## src/rtl/akash_dmem_resp.sv

```systemverilog
// akash_dmem_resp: data-memory responder, one word load/store at a time with LATENCY wait states
// Ports:
//   clk, RN                  clock (rising edge), asynchronous active-low reset
//   req_valid/req_ready      request handshake (ready only in IDLE)
//   req_we/req_addr/req_wdata  store flag, word address, store data (sampled at accept)
//   rsp_valid/rsp_ready      response handshake (valid only in RESP)
//   rsp_rdata/rsp_err        load data (0 for stores/errors), address-out-of-range flag
//   busy                     state != IDLE
//   rd_count/wr_count        completed loads/stores including errored, wrapping
module akash_dmem_resp #(
    parameter int DEPTH   = 32,
    parameter int LATENCY = 1
) (
    input  logic        clk,
    input  logic        RN,
    input  logic        req_valid,
    output logic        req_ready,
    input  logic        req_we,
    input  logic [31:0] req_addr,
    input  logic [31:0] req_wdata,
    output logic        rsp_valid,
    input  logic        rsp_ready,
    output logic [31:0] rsp_rdata,
    output logic        rsp_err,
    output logic        busy,
    output logic [15:0] rd_count,
    output logic [15:0] wr_count
);
    localparam int AW = DEPTH > 1 ? $clog2(DEPTH) : 1;
    localparam logic [3:0] LAT_LD = LATENCY == 0 ? 4'd0 : 4'(LATENCY - 1);
    typedef enum logic [1:0] {IDLE, WAIT, RESP} state_t;
    state_t      state, state_nx;
    logic [3:0]  cnt;
    logic        we_q;
    logic [31:0] addr_q, wdata_q;
    logic [31:0] mem [DEPTH];
    logic        acc, acc_we, acc_ok;
    logic [31:0] acc_addr, acc_wdata;
    // With zero wait states the access uses the live request fields in the accept cycle;
    // otherwise it uses the fields captured at accept.
    always_comb begin
        acc_we    = state == IDLE ? req_we : we_q;
        acc_addr  = state == IDLE ? req_addr : addr_q;
        acc_wdata = state == IDLE ? req_wdata : wdata_q;
        acc       = (state == IDLE && req_valid && LATENCY == 0) || (state == WAIT && cnt == 4'd0);
        acc_ok    = acc_addr < 32'(DEPTH);
        state_nx  = state;
        case (state)
            IDLE:    state_nx = req_valid ? (LATENCY == 0 ? RESP : WAIT) : IDLE;
            WAIT:    state_nx = cnt == 4'd0 ? RESP : WAIT;
            default: state_nx = rsp_ready ? IDLE : RESP;
        endcase
    end
    assign req_ready = state == IDLE;
    assign rsp_valid = state == RESP;
    assign busy      = state != IDLE;
    always_ff @(posedge clk or negedge RN) begin
        if (!RN) begin
            state     <= IDLE;
            cnt       <= '0;
            we_q      <= 1'b0;
            addr_q    <= '0;
            wdata_q   <= '0;
            rsp_rdata <= '0;
            rsp_err   <= 1'b0;
            rd_count  <= '0;
            wr_count  <= '0;
            for (int i = 0; i < DEPTH; i++) mem[i] <= '0;
        end else begin
            state <= state_nx;
            if (state == IDLE && req_valid) begin
                we_q    <= req_we;
                addr_q  <= req_addr;
                wdata_q <= req_wdata;
                cnt     <= LAT_LD;
            end else if (state == WAIT && cnt != 4'd0) begin
                cnt <= cnt - 4'd1;
            end
            if (acc) begin
                rsp_err   <= !acc_ok;
                rsp_rdata <= (acc_ok && !acc_we) ? mem[acc_addr[AW-1:0]] : '0;
                if (acc_ok && acc_we) mem[acc_addr[AW-1:0]] <= acc_wdata;
                if (acc_we) wr_count <= wr_count + 16'd1;
                else rd_count <= rd_count + 16'd1;
            end
        end
    end
endmodule
```

## config.mk

```make
export PLATFORM = sky130hd
export DESIGN_NAME = akash_dmem_resp
export DESIGN_NICKNAME = d
export VERILOG_FILES = /design/src/rtl/akash_dmem_resp.sv
export SDC_FILE = /design/constraint.sdc
export NUM_CORES = 2
export LEC_CHECK = 0
export BUFFER_PORTS_ARGS = -buffer_cell sky130_fd_sc_hd__buf_2
export CAP_MARGIN = 20
export CORE_ASPECT_RATIO = 0.5
export CORE_UTILIZATION = 65
export DETAILED_ROUTE_END_ITERATION = 8
export PLACE_DENSITY = 0.83
export SLEW_MARGIN = 30
export SYNTH_ARGS = -nofsm -noshare
export SYNTH_HDL_FRONTEND = slang
export SYNTH_SLANG_ARGS = --single-unit
export TNS_END_PERCENT = 1
```

## constraint.sdc

```tcl
create_clock -name clk -period 7.4 [get_ports clk]
set_input_delay 0.37 -clock clk [delete_from_list [all_inputs] [get_ports clk]]
set_output_delay 0.37 -clock clk [all_outputs]
set_load 0.01 [all_outputs]
```

; Word level (Yosys, flattened, before mapping)
; Index checks and enable logic that the tools add are counted.
[totals]
out_inout_bits = 68
input_bits = 69
register_bits = 1160
mem_count = 0
mem_bits_rw = 0
latchBits = 0
romBits = 0
[op_classes]
muxes = 16
n_eq_ne = 2
shifts = 0
addsub = 3
bitwise_logic = 2
multipliers = 0
n_reduce_logical = 16
div_mod_pow = 0
magnitude_cmp = 3
[op_table]
columns = operator, n
row1 = 1024-bit bitwise mux, 1
row2 = 32-bit 2-to-1 mux, 6
row3 = 32-bit binary-select mux with 5-bit select, 1
row4 = 32-bit demux with 5-bit select, 1
row5 = 16-bit by 1-bit adder with 16-bit output (second input constant), 2
row6 = 32-bit by 6-bit < comparator with 1-bit output (second input constant), 1
row7 = 4-bit 2-to-1 mux, 2
row8 = 6-bit greater-or-equal comparator (second input constant), 1
row9 = 1-bit logical AND, 6
row10 = 6-bit by 1-bit < comparator with 1-bit output (second input constant), 1
row11 = 5-bit NOT with 6-bit output, 1
row12 = 2-bit AND reduction, 3
row13 = 4-bit zero test, 1
row14 = 2-bit 2-to-1 mux, 2
row15 = 2-bit case mux with 2 select lines, 1
row16 = 2-bit nonzero test, 2
row17 = 4-bit nonzero test, 1
row18 = 4-bit by 1-bit subtractor with 4-bit output (second input constant), 1
row19 = 2-bit by 1-bit == test with 1-bit output (second input constant), 1
row20 = 2-bit == test (second input constant), 1
row21 = 1-bit zero test, 2
row22 = 2-bit zero test, 1
row23 = 1-bit 2-to-1 mux, 2
row24 = 1-bit NOT, 1

; Longest topological paths before layout
[depth]
ltp_word = 8
depth_mapped = 12
depth_no_buf = 9

; Worst setup path after synthesis
; OpenSTA, ideal clock, no wires.
[synth_timing]
path_kind = register to register
from = register cnt[0]
to = register mem[22] (netlist name)
t_arrival_ns = 2.531
stages_incl_launch_ff = 10
required_time_ns = 7.265
synth_period_minus_slack_ns = 2.666
n_path_buf = 1
setup_slack_ns = 4.734
cell_sequence = dfrtp_1 > inv_1 > ha_1 > nor3b_1 > nand4_1 > a211oi_4 > nand2_2 > clkbuf_1 > nand2_1 > o21ai_0
[synth_via]
elab_chain_cells = 3
[synth_rtl]
columns = item, line_no
row1 = from (decl), 33  ; logic [3:0] cnt;
row2 = from (signal assigned), 77  ; cnt <= cnt - 4'd1;
row3 = 4-bit zero test, 45  ; acc = (state == IDLE && req_valid && LATENCY == 0) || (state == WAIT && cnt == 4'd0);
row4 = 1-bit logical AND, 45
row5 = 2-bit AND reduction (no line), --
row6 = "to (signal, indexed assignment)", 82  ; if (acc_ok && acc_we) mem[acc_addr[AW-1:0]] <= acc_wdata;
row7 = to (decl), 36  ; logic [31:0] mem [DEPTH];
; No other way between the ends.
; A chain may end at the register's enable or synchronous reset.

; Final worst setup path
[layout_timing]
from = register state[0]
to = register mem[673] (netlist name)
[layout_via]
elab_chain_cells = 8
[layout_rtl]
columns = item, line_no
row1 = from (decl), 32  ; state_t state, state_nx;
row2 = from (signal assigned), 70  ; state <= state_nx;
row3 = 2-bit zero test, "42, 43, 44"
row4 = 32-bit 2-to-1 mux, 43  ; acc_addr = state == IDLE ? req_addr : addr_q;
row5 = 5-bit NOT with 6-bit output (implied by the code), 82
row6 = 6-bit greater-or-equal comparator (implied by the code) or 6-bit by 1-bit < comparator with 1-bit output (tied branches), 82
row7 = 1-bit logical AND (implied by the code), 82
row8 = 32-bit 2-to-1 mux (implied by the code), 82
row9 = 32-bit demux with 5-bit select, 82
row10 = 1024-bit bitwise mux, 82
; Parallel ways exist; a longest one is shown, timed or not.

==> run metrics <==
Post-Synth Simple-Gate Area 10.92%; clock buffer depth 3; Setup TNS 0 ps; first-pass GRT wire length 225.2 mm; Final min period 5203 ps; Area Growth Syn to Fin 11.47%; global route overflow 0; # resized after CTS 0; Post-Synth XOR/XNOR Area 0.6095%; total CTS buffers 95; Initial DRT Pass Iterations 7; Leak 23.86 nW; Post-synth top cells 1,256 x o21ai_0, 1,160 x dfrtp_1, 1,090 x nand2_1; most used routing layer met2; CTS HTree Levels 3; Largest stage delay, worst path 900 ps; Wirelength per Cell 24.97 µm; CTS root buffer clkbuf_16; filler cell count 4,707; Synth Area in Compound Gates 21.17%; CP Class flip-flop to flip-flop; Worst Path Required 7910 ps; # IOs 137; reg2reg end mem[673]$_DFFE_PN0P_; routing usage on met3 12.52%; Starting Density 66.26%; Placer Congestion 0.8685; final setup vio count 0; post-synth top area share 61.21%; cell count after synthesis 4,864; Worst Hold Launch req_addr[2]; maximum VDD drop 635.7 µV; Crit Path Max Fanout 33; Switching Fraction 38.55%; largest net degree at the start of global routing 187; Clock Skew 22.19 ps; r2r setup slk 2200 ps; Post-Place Cells 5,589; total core area 71,570 µm²; vias in the first global route 39.30k; Worst path slowest cell nor2_4; Worst-Margin Slew 1103 ps; Sequential Power Share 36.0%; Worst path most repeated cell nand2_1; critical path cell sequence or2_1, clkinv_2, nand2_1, nand2_1, nor2_4, buf_4, nand2_2, buf_4, nand2_1, o21ai_0; Int Pwr 11.74 mW; Hold EP addr_q[2]$_DFFE_PN0P_; most common cell in the netlist o21ai_0; register area share after synthesis 61.21%; Design Power 19.11 mW; reg2reg start state[0]$_DFF_PN0_; adder-cell area share of the yosys netlist 0.07915%; combinational group share of total power 35.7%; area of the multi-input gates 17,010 µm²; Seq. cell area 29,030 µm²; CTS tree done; worst hold path depth 2; Total Routed Length 145.8 mm; post-synthesis mux area share 2.282%; status finished clean; die area 74,110 µm²; PD cells 361.5 nW/µm²; post-route insts no fill 5,839; IO Port Bufs 136; detailed-placement wirelength estimate 80.86 mm; crit path DAT 5710 ps; crit start category flip-flop; worst reg-to-reg path cell count 10; nets 4,877; fin crit share 70.31%; clk slew on worst S/H paths 70 ps; cell taking the most area after synthesis dfrtp_1; clock share of power 28.4%; asr flop ratio synth 100.0%; count of pins over their slew limit 0; main combinational cell family by area after synthesis compound AO/OA/AOI/OAI gates; Routed Antenna Nets 0; Via density 6.817; Syn Std Cell Area 47,420 µm²; max_cap viols 0; CTS Sinks 1,160; top cells by area, synth dfrtp_1 61%, o21ai_0 13%, nand2_1 8.6%, o22ai_1 6.5%, clkbuf_1 3.1%; EDFF count, synth 0; initial antenna violation count 7; routing usage on met2 60.99%; Critical Path Sink Type flip-flop; overall routing resource usage 40.04%; syn_area_per_cell 9.750 µm²; die width 384.0 µm; residual DRC count 0; Via Count 39.80k; site row count 69; predominant post-synthesis flop cell dfrtp_1; chip height 193.0 µm; Unique masters post-synth 43; Slew HR 26.45%; initial DRC count 5,172; setup bufs post-CTS 0; fmax 192.2 MHz; Yosys warning count 0; share of layout cells above drive strength 1 10.99%; hold_buf cts 66; HP Class input pin to flip-flop; Hold Vio Cnt, Final 0; met1 Use GR 53.25%; synthesized net count 4,936; RSZ-0062 raised after global routing no; FF+latch count, synth 1,160; sw power 7.368 mW; Worst-Skew Late Latency 700 ps
-- cell families (layout without fill, tap and decap cells) --
logic type / count (synthesis) / count (layout)
AO/OA/AOI/OAI: 1839 / 1839
AND/OR/NAND/NOR: 1274 / 1274
flip-flops: 1160 / 1160
buffers and inverters: 455 / 468
multiplexers: 100 / 100
XOR/XNOR: 33 / 33
adder cells (fa/ha/maj): 3 / 3
other: 0 / 4
-- sequential cells by signal, summed over array words and instances, names as in the netlist, 2 cells and up --
name and count:
mem 1024, wdata_q 32, rsp_rdata 32, state 2
wr_count 16, cnt 4, rd_count 16, addr_q 32
-- power by group through the flow --
stage | Clock, mW | Sequential, mW | Combinational, mW
6_report | 5.43 | 6.87 | 6.81
5_1_grt | 5.69 | 6.90 | 7.12
4_1_cts | 5.44 | 6.86 | 6.46
3_5_place_dp | 0 | 6.98 | 6.37
3_3_place_gp | 0 | 6.96 | 6.25
2_1_floorplan | 0 | 6.91 | 4.01
-- layout by cell type, fill, tap and decap left out, types with 6 or more instances in the layout --
| cell | count |
|---|---|
| o21ai_0 | 1256 |
| dfrtp_1 | 1160 |
| nand2_1 | 1089 |
| o22ai_1 | 496 |
| buf_2 | 135 |
| clkbuf_16 | 98 |
| nand4_1 | 71 |
| buf_4 | 69 |
| dlygate4sd3_1 | 66 |
| mux2_2 | 64 |
| o31ai_1 | 32 |
| nand2_2 | 28 |
| o21ai_1 | 22 |
| clkbuf_8 | 21 |
| clkinv_2 | 20 |
| a22oi_1 | 20 |
| xnor2_1 | 19 |
| nor2_1 | 17 |
| mux2i_2 | 17 |
| mux2i_4 | 15 |
| xor2_1 | 14 |
| nor4_1 | 12 |
| nand3_1 | 12 |
| bufinv_16 | 12 |
| clkbuf_1 | 11 |
| buf_12 | 8 |
| inv_1 | 6 |
| nor3_1 | 6 |
| nor2_4 | 6 |
| buf_8 | 6 |
-- critical path, delay by kind of cell, from the launching register on --
family,cells,cell delay (ps)
AOI/OAI and AO/OA,1,110
buffers and inverters,3,1710
DFF,1,480
and+or+nand+nor,6,2670
-- stage by stage --
step	utilization [%]	area [µm²]	hold WS (ps)	worst slack, ps
2_1_floorplan	-	47420	74.41	4734
3_3_place_gp	67.91	48610	435.9	2716
3_5_place_dp	67.97	48650	442.4	2516
4_1_cts	73.53	52620	0.7688	2434
5_1_grt	73.85	52850	38.43	2135
6_report	73.86	52860	41.67	2197
-- final cells by class --
cell class | count | area share (%)
inverters | 7 | 0.05207
well taps | 958 | 2.267
repair buffers | 292 | 4.305
clock buffers | 130 | 5.264
flip-flops and latches | 1160 | 54.91
multi-input cells | 3249 | 32.18
clock inverters | 39 | 1.006
diodes | 4 | 0.01893
-- worst max-delay path by stage --
stage / start / depth (start not counted) / end
floorplan: cnt[0]$_DFFE_PN0P_ / 9 / mem[22]$_DFFE_PN0P_
global placement: state[0]$_DFF_PN0_ / 10 / mem[674]$_DFFE_PN0P_
detailed placement: state[0]$_DFF_PN0_ / 9 / mem[216]$_DFFE_PN0P_
CTS: state[0]$_DFF_PN0_ / 10 / mem[673]$_DFFE_PN0P_
global route: state[0]$_DFF_PN0_ / 10 / mem[681]$_DFFE_PN0P_
finish: state[0]$_DFF_PN0_ / 10 / mem[673]$_DFFE_PN0P_
-- layer usage --
metal  up-vias  routed length (µm)
met5         -                  41
met4         6                6777
met3       522               19920
met2      2701               64810
met1     19590               54230
li1      16980                   -
Note: power is estimated with default switching activity, not from simulation.
